===== config.mk =====
export PLATFORM = sky130hd
export DESIGN_NAME = board_mine_placer
export DESIGN_NICKNAME = d
export VERILOG_FILES = /design/src/rtl/board_mine_placer.sv
export SDC_FILE = /design/constraint.sdc
export NUM_CORES = 1
export LEC_CHECK = 0
export BUFFER_PORTS_ARGS = -buffer_cell sky130_fd_sc_hd__buf_2
export CAP_MARGIN = 20
export CORE_UTILIZATION = 57
export CTS_CLUSTER_SIZE = 24
export DETAILED_ROUTE_END_ITERATION = 7
export PLACE_DENSITY = 0.85
export SYNTH_ARGS = -nofsm -noshare
export SYNTH_HDL_FRONTEND = slang
export SYNTH_SLANG_ARGS = --single-unit
export TNS_END_PERCENT = 5

===== constraint.sdc =====
create_clock -name clk74MHz -period 3.2 [get_ports clk74MHz]
set_input_delay 0.32 -clock clk74MHz [delete_from_list [all_inputs] [get_ports clk74MHz]]
set_output_delay 0.32 -clock clk74MHz [all_outputs]
set_load 0.03 [all_outputs]

===== src/rtl/board_mine_placer.sv =====
// Wishbone classic master that clears the Minesweeper board and then places MINES mines
// at LFSR-chosen cells using read-check-write. Optional watchdog: BOARD_PLACER_TIMEOUT_EN.
module board_mine_placer #(
    parameter int          BOARD_SIZE = 16,
    parameter int          ADDR_W     = 8,
    parameter int          MINES      = 40,
    parameter logic [15:0] LFSR_SEED  = 16'hACE1
) (
    input  logic              clk74MHz,
    input  logic              rst_n,
    input  logic              start,
    input  logic [15:0]       seed,
    output logic              busy,
    output logic              done,
    output logic              err,
    output logic [ADDR_W-1:0] mines_placed,
    output logic              wb_cyc_o,
    output logic              wb_stb_o,
    output logic              wb_we_o,
    output logic [ADDR_W-1:0] wb_adr_o,
    output logic [7:0]        wb_dat_o,
    input  logic [7:0]        wb_dat_i,
    input  logic              wb_ack_i,
    output logic [2:0]        dbg_state_o
);
    localparam int                CELLS    = BOARD_SIZE * BOARD_SIZE;
    localparam logic [ADDR_W-1:0] LAST_ADR = ADDR_W'(CELLS - 1);
    localparam logic [ADDR_W-1:0] MINES_N  = ADDR_W'(MINES);
    localparam logic [ADDR_W:0]   CELLS_W  = (ADDR_W + 1)'(CELLS);

    if (MINES < 1 || MINES > CELLS - 1) begin : g_bad_mines
        $error("board_mine_placer: MINES must be in 1 .. BOARD_SIZE*BOARD_SIZE-1");
    end
    if ((2 ** ADDR_W) < CELLS || ADDR_W > 16) begin : g_bad_addr
        $error("board_mine_placer: ADDR_W cannot address every cell");
    end

    typedef enum logic [2:0] {
        S_IDLE, S_CLEAR, S_PICK, S_READ, S_CHECK, S_WRITE, S_FINISH
    } state_t;

    state_t            state_q, state_d;
    logic [15:0]       lfsr_q, lfsr_d, lfsr_step;
    logic [ADDR_W-1:0] adr_q, adr_d, cnt_q, cnt_d, cand;
    logic [7:0]        dat_q, dat_d;
    logic              cyc_q, cyc_d, we_q, we_d, busy_q, busy_d, done_q, done_d;
    logic              mine_q, mine_d, ack;
    logic              unused_dat;

    assign lfsr_step  = {1'b0, lfsr_q[15:1]} ^ (lfsr_q[0] ? 16'hB400 : 16'h0000);
    assign cand       = lfsr_step[ADDR_W-1:0];
    assign ack        = cyc_q && wb_ack_i;
    assign unused_dat = ^wb_dat_i[7:1];

`ifdef BOARD_PLACER_TIMEOUT_EN
    logic [7:0] wdog_q, wdog_d;
    logic       err_q, err_d;
`endif

    // Each access is presented with cyc high, dropped the cycle after ack, and the
    // following cyc-low cycle is where the state decides what comes next.
    always_comb begin
        state_d = state_q;
        lfsr_d  = lfsr_q;
        adr_d   = adr_q;
        dat_d   = dat_q;
        cyc_d   = cyc_q;
        we_d    = we_q;
        busy_d  = busy_q;
        done_d  = 1'b0;
        cnt_d   = cnt_q;
        mine_d  = mine_q;
`ifdef BOARD_PLACER_TIMEOUT_EN
        wdog_d  = 8'd0;
        err_d   = err_q;
`endif
        case (state_q)
            S_IDLE: begin
                if (start) begin
                    lfsr_d  = (seed == 16'd0) ? LFSR_SEED : seed;
                    adr_d   = '0;
                    dat_d   = 8'h00;
                    we_d    = 1'b1;
                    cyc_d   = 1'b1;
                    cnt_d   = '0;
                    busy_d  = 1'b1;
`ifdef BOARD_PLACER_TIMEOUT_EN
                    err_d   = 1'b0;
`endif
                    state_d = S_CLEAR;
                end
            end
            S_CLEAR: begin
                if (cyc_q) begin
                    if (ack) begin
                        cyc_d = 1'b0;
                        if (adr_q == LAST_ADR) state_d = S_PICK;
                        else                   adr_d   = adr_q + 1'b1;
                    end
                end else begin
                    cyc_d = 1'b1;
                end
            end
            S_PICK: begin
                lfsr_d = lfsr_step;
                if ({1'b0, cand} < CELLS_W) begin
                    adr_d   = cand;
                    we_d    = 1'b0;
                    dat_d   = 8'h00;
                    cyc_d   = 1'b1;
                    state_d = S_READ;
                end
            end
            S_READ: begin
                if (cyc_q) begin
                    if (ack) begin
                        cyc_d  = 1'b0;
                        mine_d = wb_dat_i[0];
                    end
                end else begin
                    state_d = S_CHECK;
                end
            end
            S_CHECK: begin
                if (mine_q) begin
                    state_d = S_PICK;
                end else begin
                    we_d    = 1'b1;
                    dat_d   = 8'h01;
                    cyc_d   = 1'b1;
                    state_d = S_WRITE;
                end
            end
            S_WRITE: begin
                if (cyc_q) begin
                    if (ack) begin
                        cyc_d = 1'b0;
                        cnt_d = cnt_q + 1'b1;
                    end
                end else if (cnt_q == MINES_N) begin
                    state_d = S_FINISH;
                end else begin
                    state_d = S_PICK;
                end
            end
            S_FINISH: begin
                done_d  = 1'b1;
                busy_d  = 1'b0;
                we_d    = 1'b0;
                dat_d   = 8'h00;
                state_d = S_IDLE;
            end
            default: state_d = S_IDLE;
        endcase
`ifdef BOARD_PLACER_TIMEOUT_EN
        // A stalled slave aborts the whole run; the board is left as it is.
        if (cyc_q && !wb_ack_i) begin
            wdog_d = wdog_q + 8'd1;
            if (wdog_d == 8'hFF) begin
                cyc_d   = 1'b0;
                we_d    = 1'b0;
                err_d   = 1'b1;
                done_d  = 1'b1;
                busy_d  = 1'b0;
                state_d = S_IDLE;
            end
        end
`endif
    end

    always_ff @(posedge clk74MHz or negedge rst_n) begin
        if (!rst_n) begin
            state_q <= S_IDLE;
            lfsr_q  <= LFSR_SEED;
            adr_q   <= '0;
            dat_q   <= 8'h00;
            cyc_q   <= 1'b0;
            we_q    <= 1'b0;
            busy_q  <= 1'b0;
            done_q  <= 1'b0;
            cnt_q   <= '0;
            mine_q  <= 1'b0;
        end else begin
            state_q <= state_d;
            lfsr_q  <= lfsr_d;
            adr_q   <= adr_d;
            dat_q   <= dat_d;
            cyc_q   <= cyc_d;
            we_q    <= we_d;
            busy_q  <= busy_d;
            done_q  <= done_d;
            cnt_q   <= cnt_d;
            mine_q  <= mine_d;
        end
    end

`ifdef BOARD_PLACER_TIMEOUT_EN
    always_ff @(posedge clk74MHz or negedge rst_n) begin
        if (!rst_n) begin
            wdog_q <= 8'd0;
            err_q  <= 1'b0;
        end else begin
            wdog_q <= wdog_d;
            err_q  <= err_d;
        end
    end
    assign err = err_q;
`else
    assign err = 1'b0;
`endif

    assign busy         = busy_q;
    assign done         = done_q;
    assign mines_placed = cnt_q;
    assign wb_cyc_o     = cyc_q;
    assign wb_stb_o     = cyc_q;
    assign wb_we_o      = we_q;
    assign wb_adr_o     = adr_q;
    assign wb_dat_o     = dat_q;
    assign dbg_state_o  = state_q;
endmodule


# --- Word level (Yosys, flattened, before mapping) ---
# Index checks and enable logic that the tools add are counted.
op_classes:
  add_sub_neg: 2
  eq_ne: 18
  n_mux: 32
  bitwise_logic: 1
  n_reduce_logical: 19
op_table:
  columns: ["cell", "count"]
  rows:
  - ["$mux 8", 7]
  - ["$mux 16", 3]
  - ["$pmux 8 s3", 2]
  - ["$pmux 16 s2", 1]
  - ["$mux 3", 8]
  - ["$ne 2x2->1 const B", 10]
  - ["$pmux 3 s6", 1]
  - ["$add 8x1->8 const B", 2]
  - ["$logic_not 16->1", 1]
  - ["$pmux 8 s2", 1]
  - ["$xor 15x16->16", 1]
  - ["$eq 3x3->1 const B", 3]
  - ["$reduce_and 3->1", 3]
  - ["$eq 8x6->1 const B", 1]
  - ["$eq 8x8->1 const B", 1]
  - ["$eq 3x2->1 const B", 2]
  - ["$mux 1", 6]
  - ["$reduce_and 6->1", 1]
  - ["$reduce_bool 2->1", 3]
  - ["$reduce_bool 3->1", 2]
  - ["$pmux 1 s5", 1]
  - ["$reduce_and 5->1", 1]
  - ["$reduce_bool 5->1", 1]
  - ["$reduce_and 2->1", 2]
  - ["7 further kinds", 8]
totals:
  regBits: 48
  inputBits: 28
  out_inout_bits: 33
  wordCells: 82

# --- Longest topological paths before layout ---
# Gate-level depths: netlist of the first run.
logic_depth:
  ltp_word: 5
  mapped_depth: 6
  mapped_depth_nobuf: 6

# --- Worst setup path before layout of the first run ---
# OpenSTA, ideal clock, no wires.
synth_timing:
  path_type: "register to register"
  start: "reg adr_q[0], in the netlist wb_adr_o[0]"
  end: "reg adr_q[0], in the netlist wb_adr_o[0]"
  setup_time_ps: 125
  arrival_time_ps: 1868
  required_time_ps: 3075
  path_slack_ps: 1207
  stages_incl_launch_ff: 6
  n_path_buf: 0
  synth_period_minus_slack_ps: 1993
  cell_sequence: "dfrtp_1 > ha_1 > nand4_1 > o211a_1 > nor2_2 > mux2_2"
synth_between:
  elab_chain_cells: 5
  elab_cells_between_ends: 8
  cone_classes: "1 x add/sub; 2 x eq/ne; 4 x mux; 1 x reduce/logical"
synth_rtl:
  columns: ["item", "line", "source"]
  rows:
  - ["from (decl)", "44", "logic [ADDR_W-1:0] adr_q, adr_d, cnt_q, cnt_d, cand;"]
  - ["from (signal assigned)", "186", "adr_q <= adr_d;"]
  - ["$add 8x1->8", "98", "else adr_d = adr_q + 1'b1;"]
  - ["$mux 8", "97", "if (adr_q == LAST_ADR) state_d = S_PICK;"]
  - ["$mux 8", "95", "if (ack) begin"]
  - ["$mux 8", "94", "if (cyc_q) begin"]
  - ["$pmux 8 s3", "77", "case (state_q)"]
# Parallel ways exist; a longest one is shown, timed or not. The select of a mux whose other input is x is not followed.
# A chain may end at the register's enable or synchronous reset.

# --- Final worst setup path of the first run ---
layout_timing:
  start: "reg state_q[2], in the netlist dbg_state_o[2]"
  end: "reg adr_q[0], in the netlist wb_adr_o[0]"
layout_between:
  elab_chain_cells: 3
  elab_cells_between_ends: 10
  cone_classes: "6 x eq/ne; 1 x mux; 3 x reduce/logical"
layout_rtl:
  columns: ["item", "line", "source"]
  rows:
  - ["from (decl)", "42", "state_t state_q, state_d;"]
  - ["from (signal assigned)", "184", "state_q <= state_d;"]
  - ["$eq 3x1->1 (tied with other cells)", "77", null]
  - ["$ne 2x2->1 (no line) / $reduce_bool 3->1 (equally long branches)", null, null]
  - ["$reduce_and 5->1 (no line)", null, null]
# Parallel ways exist; a longest one is shown, timed or not.

==> metrics.cfg, run 1 <==
[run_status]
status = finished clean

[logic_synthesis]
ys_types = 60
ys_async_sr_fraction_pct = 100
synth_top_cells_by_area = sky130_fd_sc_hd__dfrtp_1, sky130_fd_sc_hd__dfstp_2, sky130_fd_sc_hd__nand2_1, sky130_fd_sc_hd__o21ai_0, sky130_fd_sc_hd__a22oi_1
yosysWarningCount = 0
synth_top_area_share_pct = 35.2
netlist_area_sq_um = 2350
avgSynthCellArea_sq_um = 9.10
ys_ff_latch = 41
synth_seq_area_share_pct = 44.1
postSynthCellCount = 258
synth_ff_type = sky130_fd_sc_hd__dfrtp_1
synthDominantAreaCellType = sky130_fd_sc_hd__dfrtp_1
count_of_flip_flops_with_a_built_in_enable_after_synthesis = 0

[finish]
fin_nets = 330
post_route_cells_drive_above_1_share_pct = 24.7
mostFrequentLayoutCells = sky130_fd_sc_hd__buf_2, sky130_fd_sc_hd__dfrtp_1, sky130_fd_sc_hd__nand2_1, sky130_fd_sc_hd__o21ai_0, sky130_fd_sc_hd__nor2_1
final_common_cell = sky130_fd_sc_hd__buf_2
antenna_cells_inserted = 0
design_area_sq_um = 2660
layout.core_utilization_pct = 70.0
layout-area-overhead-vs-synth_pct = 13.2

[timing]
clock_skew_ns = 0.0105
finalSetupViolCount = 0
max-slew-margin-rel_pct = 38.7
final.min_clock_period_ns = 2.34
slew_violations = 0
timing.fmax_mhz = 427
finalCritPeriodShare_pct = 73.1
worstMarginPinSlew_ns = 0.920
report.final.hold_viol_count = 0
setup_tns_ns = 0
final_critical_path_setup_slack_ns = 0.860
rsz0062_at_grt = no

[clock_tree]
cts_setup_buffers = 0
cts.htree.levels = 2
tritoncts = built
cts-buffers-inserted = 5
clk_latency_ns = 0.30
tritoncts_num_sinks = 41
cts.clk_slew.worst_paths_ns = 0.08
postCtsResizedCells = 0
cts_root_buf = sky130_fd_sc_hd__clkbuf_8
cts_max_path_buffers = 2
cts_hold_buf = 0

[detailed_routing]
vias_per_cell = 6.05
wirelength_met1_microns = 2410
drtIter0Drc = 221
detail_route.first_pass.iterations = 4
routed_met2_length_microns = 2570
drc = 0
wl_per_cell_microns = 15.5
final_antenna_net_count = 0
wl_met3_microns = 353
routed_wire_length_microns = 5400
num_vias = 2105
maxUsedRoutingLayer = met4

[critical_path]
timing.critical_path.required_ns = 3.38
r2r-start = dbg_state_o[2]
cp_cell_sequence = or4b_1 -> nand2_2 -> nor2_2 -> mux2_2
crit_slowest_cell = sky130_fd_sc_hd__dfrtp_1
worstPathMaxFanout = 23
largest_delay_contributor_family_on_the_critical_path = simple AND/OR/NAND/NOR gates
timing.critical_path.from = dbg_state_o[2]
worstPathBufferInverterCount = 0
timing.critical_path.from_type = flop
endpoint_kind = flop
crit_arrival_ns = 2.52
timing.critical_path.slowest_cell_delay_ns = 0.75
crit_type = flop to flop

[pwr]
worst_ir_drop_vdd_mv = 0.427
clock_power_share_pct = 13.1
cellInternalPower_mw = 1.36
power.share.switching_pct = 45.8
power_per_cell_area_nw_per_um2 = 941
comb_power_share_pct = 47.6
switchingPower_mw = 1.14
p_leak_nw = 1.22
seqPwrFrac_pct = 39.2

[grt]
grt_start_max_net_pins = 42
grt_pass1_vias = 1889
gr-total-overflow = 0
overall_track_demand_over_capacity_in_global_routing_pct = 27.3
antenna_found_initial = 0
grt_first_pass_wirelength_microns = 9000

[floorplan]
top_level_ports = 61
die-height_microns = 66.2
rows = 22
design.core.area_sq_um = 3800
dieArea_sq_um = 4380
initial_utilization_pct = 61.8
die_boundary_width_microns = 66.2

[place]
placedInstanceArea_sq_um = 2580
globalplace.congestion = 0.884
post-dp-hpwl_microns = 3670
pre_cts_slack_ns = 0.920
place.port_buffers = 45

[flow_run]
drv_cap = 0

[min_path]
worst_hold_path_type = input pin to asynchronous set/reset pin

-- cell families after synthesis --
logic type               synth area share [%]
AND/OR/NAND/NOR                          23.2
AO/OA/AOI/OAI                            20.1
flip-flops                               44.1
buffers and inverters                    6.23
XOR/XNOR                                 2.24
multiplexers                             2.34
adder cells (fa/ha/maj)                  1.60
other                                   0.160
-- cell usage after synthesis (all sizes together), types with 2 or more instances --
| cell | n |
|---|---|
| dfrtp | 33 |
| xnor2 | 4 |
| nand4 | 3 |
| or3b | 3 |
| xor2 | 2 |
| nor3b | 2 |
| nor2 | 18 |
| nor2b | 6 |
| nand2 | 31 |
| ha | 3 |
| inv | 7 |
| o22ai | 8 |
| a22o | 2 |
| mux2 | 4 |
| and2 | 4 |
| a31oi | 3 |
| dfstp | 8 |
| nand3 | 6 |
| or4 | 2 |
| o2bb2ai | 7 |
| a21oi | 9 |
| buf | 13 |
| clkbuf | 9 |
| nand2b | 3 |
| nor4 | 5 |
| a22oi | 10 |
| nor3 | 11 |
| o21ai | 18 |
-- final cells by class --
cell class	count	area, sq um
multi-input cells	195	1200
fillers	322	1140
flip-flops and latches	41	1040
repair buffers	49	255
clock buffers	7	76.3
well taps	48	60.1
inverters	7	26.3
clock inverters	1	5.00
-- routing by layer --
metal / global-route usage, % / up-vias
met5: 0 / -
met4: 8.51 / 0
met3: 6.72 / 10
met2: 40.8 / 83
met1: 38.8 / 1007
li1: - / 1005
-- stage by stage --
stage               total power, mW  hold slack, ns  instances
finish                         2.50           0.156        348
global route                   2.69           0.221        348
CTS                            2.50           0.176        348
detailed placement             2.16           0.465        340
global placement               2.12           0.451        340
floorplan                      1.86          0.0244        265
-- final timing paths --
path	depth (start not counted)	slack (ns)	to
worst min register to register	2	0.48	lfsr_q[1]
max in group asynchronous	1	2.47	wb_adr_o[4]
worst min-delay path	1	0.16	mines_placed[6]
worst max register to register	4	0.86	wb_adr_o[0]
worst max-delay path	4	0.86	wb_adr_o[0]
min in group clk74MHz	2	0.27	mine_q
-- worst reg2reg max path: cells and delay by family, from the launching register on --
kind	cells	cell delay, ns
simple gates	3	1.09
flops	1	0.75
mux	1	0.38
-- state kept, by name, summed over array words and instances (netlist names) --
register and count:
lfsr_q 16, mines_placed 8, wb_adr_o 8, dbg_state_o 3
busy 1, done 1, mine_q 1, wb_cyc_o 1
wb_dat_o 1, wb_we_o 1
-- power by group through the flow --
| stage | Clock, mW | Sequential (mW) | Combinational [mW] |
|---|---|---|---|
| after floorplan | 0 | 1.06 | 0.794 |
| after global placement | 0 | 0.974 | 1.14 |
| after detailed placement | 0 | 0.983 | 1.18 |
| after CTS | 0.335 | 0.976 | 1.19 |
| after global routing | 0.353 | 1.02 | 1.32 |
| final | 0.329 | 0.980 | 1.19 |
Note: power is estimated with default switching activity, not from simulation.
==> run 2, diff against run 1 <==
--- a/config.mk
+++ b/config.mk
@@ -7,10 +7,10 @@
 export LEC_CHECK = 0
 export BUFFER_PORTS_ARGS = -buffer_cell sky130_fd_sc_hd__buf_2
 export CAP_MARGIN = 20
-export CORE_UTILIZATION = 57
+export CORE_UTILIZATION = 48
 export CTS_CLUSTER_SIZE = 24
 export DETAILED_ROUTE_END_ITERATION = 7
-export PLACE_DENSITY = 0.85
+export PLACE_DENSITY = 0.76
 export SYNTH_ARGS = -nofsm -noshare
 export SYNTH_HDL_FRONTEND = slang
 export SYNTH_SLANG_ARGS = --single-unit
==> constraint.sdc (replaced) <==
create_clock -name clk74MHz -period 1.9 [get_ports clk74MHz]
set_input_delay 0.19 -clock clk74MHz [delete_from_list [all_inputs] [get_ports clk74MHz]]
set_output_delay 0.19 -clock clk74MHz [all_outputs]
set_load 0.03 [all_outputs]
==> metrics.cfg, run 2 (synthesis gave the netlist of run 1 again) <==
[pwr]
power_per_cell_area_nw_per_um2 = 1570  ; +67%
worst_ir_drop_vdd_mv = 0.863  ; +100%
power.total_mw = 4.44  ; +77%
p_leak_nw = 1.30  ; +6.7%

[timing]
timing.fmax_mhz = 544  ; +27%
hold_slack_ns = 0.113  ; -0.0434 ns
rsz0062_at_grt = no
worstMarginPinSlew_ns = 0.543  ; -0.377 ns
final_critical_path_setup_slack_ns = 0.0634  ; -0.796 ns
finalSetupViolCount = 0  ; unchanged
report.final.hold_viol_count = 0  ; unchanged
slew_violations = 0  ; unchanged
max-slew-margin-rel_pct = 62.9  ; +24 points
clock_skew_ns = 0.00620  ; -0.00431 ns
finalCritPeriodShare_pct = 96.7  ; +24 points
final.min_clock_period_ns = 1.84  ; -0.504 ns
setup_tns_ns = 0  ; unchanged

[clock_tree]
tritoncts = built
cts-buffers-inserted = 5  ; unchanged
cts_max_path_buffers = 2  ; unchanged
cts_root_buf = sky130_fd_sc_hd__clkbuf_8
cts.htree.levels = 2  ; unchanged
clk_latency_ns = 0.30  ; about the same
cts.clk_slew.worst_paths_ns = 0.08  ; about the same
tritoncts_num_sinks = 41  ; unchanged

[critical_path]
largest_delay_contributor_family_on_the_critical_path = simple AND/OR/NAND/NOR gates
timing.critical_path.required_ns = 2.14  ; -1.24 ns
r2r-start = dbg_state_o[0]
crit_slowest_cell = sky130_fd_sc_hd__or4_4
timing.critical_path.from_type = flop
worst-r2r-cell-count = 4  ; unchanged
crit_arrival_ns = 2.07  ; -0.45 ns
timing.critical_path.slowest_cell_delay_ns = 0.53  ; -0.22 ns
worst-r2r-setup-slack_ns = 0.06  ; -0.80 ns
cp_cell_sequence = or3b_1 -> a21o_1 -> or4_4 -> a21oi_2
crit_type = flop to flop
worstPathMaxFanout = 6  ; -74%
endpoint_kind = flop
worstPathBufferInverterCount = 0  ; unchanged
crit-reg2reg-capture = mines_placed[6]

[detailed_routing]
routed_wire_length_microns = 5520  ; +2.1%
drtIter0Drc = 150  ; -32%
detail_route.first_pass.iterations = 5  ; +1
vias_per_cell = 5.66  ; -6.5%
wl_per_cell_microns = 14.4  ; -7.5%
num_vias = 2172  ; +3.2%
drc = 0  ; unchanged
final_antenna_net_count = 0  ; unchanged

[grt]
overall_track_demand_over_capacity_in_global_routing_pct = 23.0  ; -4.3 points
grt_pass1_vias = 2117  ; +12%
grt_first_pass_wirelength_microns = 9260  ; +2.9%
gr-total-overflow = 0  ; unchanged
grt_start_max_net_pins = 24  ; -43%
antenna_found_initial = 0  ; unchanged

[finish]
antenna_cells_inserted = 0  ; unchanged
layout.core_utilization_pct = 59.7  ; -10 points
filler_cell_count = 422  ; +31%
largest_register_by_flop_count = lfsr_q
final_common_cell = sky130_fd_sc_hd__buf_2
layout-area-overhead-vs-synth_pct = 20.1
design_area_sq_um = 2820  ; +6.1%
post_route_cells_drive_above_1_share_pct = 29.3  ; +4.7 points
fin_nets = 347  ; +5.2%
layout.cells.non_filler = 384  ; +10%
largest_register_ffs = 16  ; unchanged
mostFrequentLayoutCells = sky130_fd_sc_hd__buf_2, sky130_fd_sc_hd__dfrtp_1, sky130_fd_sc_hd__nand2_1, sky130_fd_sc_hd__buf_4, sky130_fd_sc_hd__o21ai_0

[place]
pre_cts_slack_ns = 0.0872  ; -0.833 ns
place.port_buffers = 45  ; unchanged
dp_cells = 375  ; +10%
placedInstanceArea_sq_um = 2720  ; +5.7%
post-dp-hpwl_microns = 4050  ; +10%
globalplace.congestion = 0.919  ; +4.0%

[run_status]
status = finished clean

[floorplan]
top_level_ports = 61  ; unchanged
dieArea_sq_um = 5180  ; +18%
die_boundary_width_microns = 71.9  ; +8.7%
design.core.area_sq_um = 4720  ; +24%
die-height_microns = 71.9  ; +8.7%
initial_utilization_pct = 49.7  ; -12 points
rows = 25  ; +14%

[min_path]
holdPathStages = 2
worst_hold_path_type = input pin to flop
worst_case_hold_path_end_point = mine_q
timing.hold.worst.start = wb_dat_i[0]

[flow_run]
drv_cap = 0  ; unchanged

[run 2: cell type report]
type	instances	area, sq um	area share, %
clock buffer	6	72.6	2.57
clock inverter	2	10.0	0.355
inverter	7	26.3	0.932
multi-input combinational	195	1200	42.7
sequential	41	1040	36.8
tap	67	83.8	2.97
timing repair buffer	66	385	13.7
[run 2: layer usage]
layer | vias to the layer above | track usage (%) | share of wire [%]
met5 | - | 0 | 0
met3 | 8 | 5.56 | 5.2
met4 | 0 | 10.0 | 1.5
met1 | 1055 | 28.7 | 44
li1 | 1035 | - | -
met2 | 74 | 38.1 | 49
[run 2: power breakdown]
part | switching (mW) | internal, mW | total [mW]
Sequential | 0.326 | 1.27 | 1.59
Clock | 0.306 | 0.255 | 0.560
Combinational | 1.35 | 0.934 | 2.28
[run 2: timing repair]
item                       CTS  global route
buffers inserted             0             0
hold buffers                 1             0
gates resized for setup      0             1
hold endpoints to repair    33             0
setup endpoints to repair    0             2
[run 2: worst max path at each step]
stage	startpoint	endpoint	slack [ns]	cells past startpoint
2_1_floorplan	wb_cyc_o	mines_placed[6]	0.008	5
3_3_place_gp	dbg_state_o[0]	mines_placed[6]	0.12	4
3_5_place_dp	dbg_state_o[0]	mines_placed[6]	0.09	4
4_1_cts	dbg_state_o[0]	mines_placed[6]	0.07	4
5_1_grt	dbg_state_o[0]	mines_placed[6]	0.01	4
6_report	dbg_state_o[0]	mines_placed[6]	0.06	4
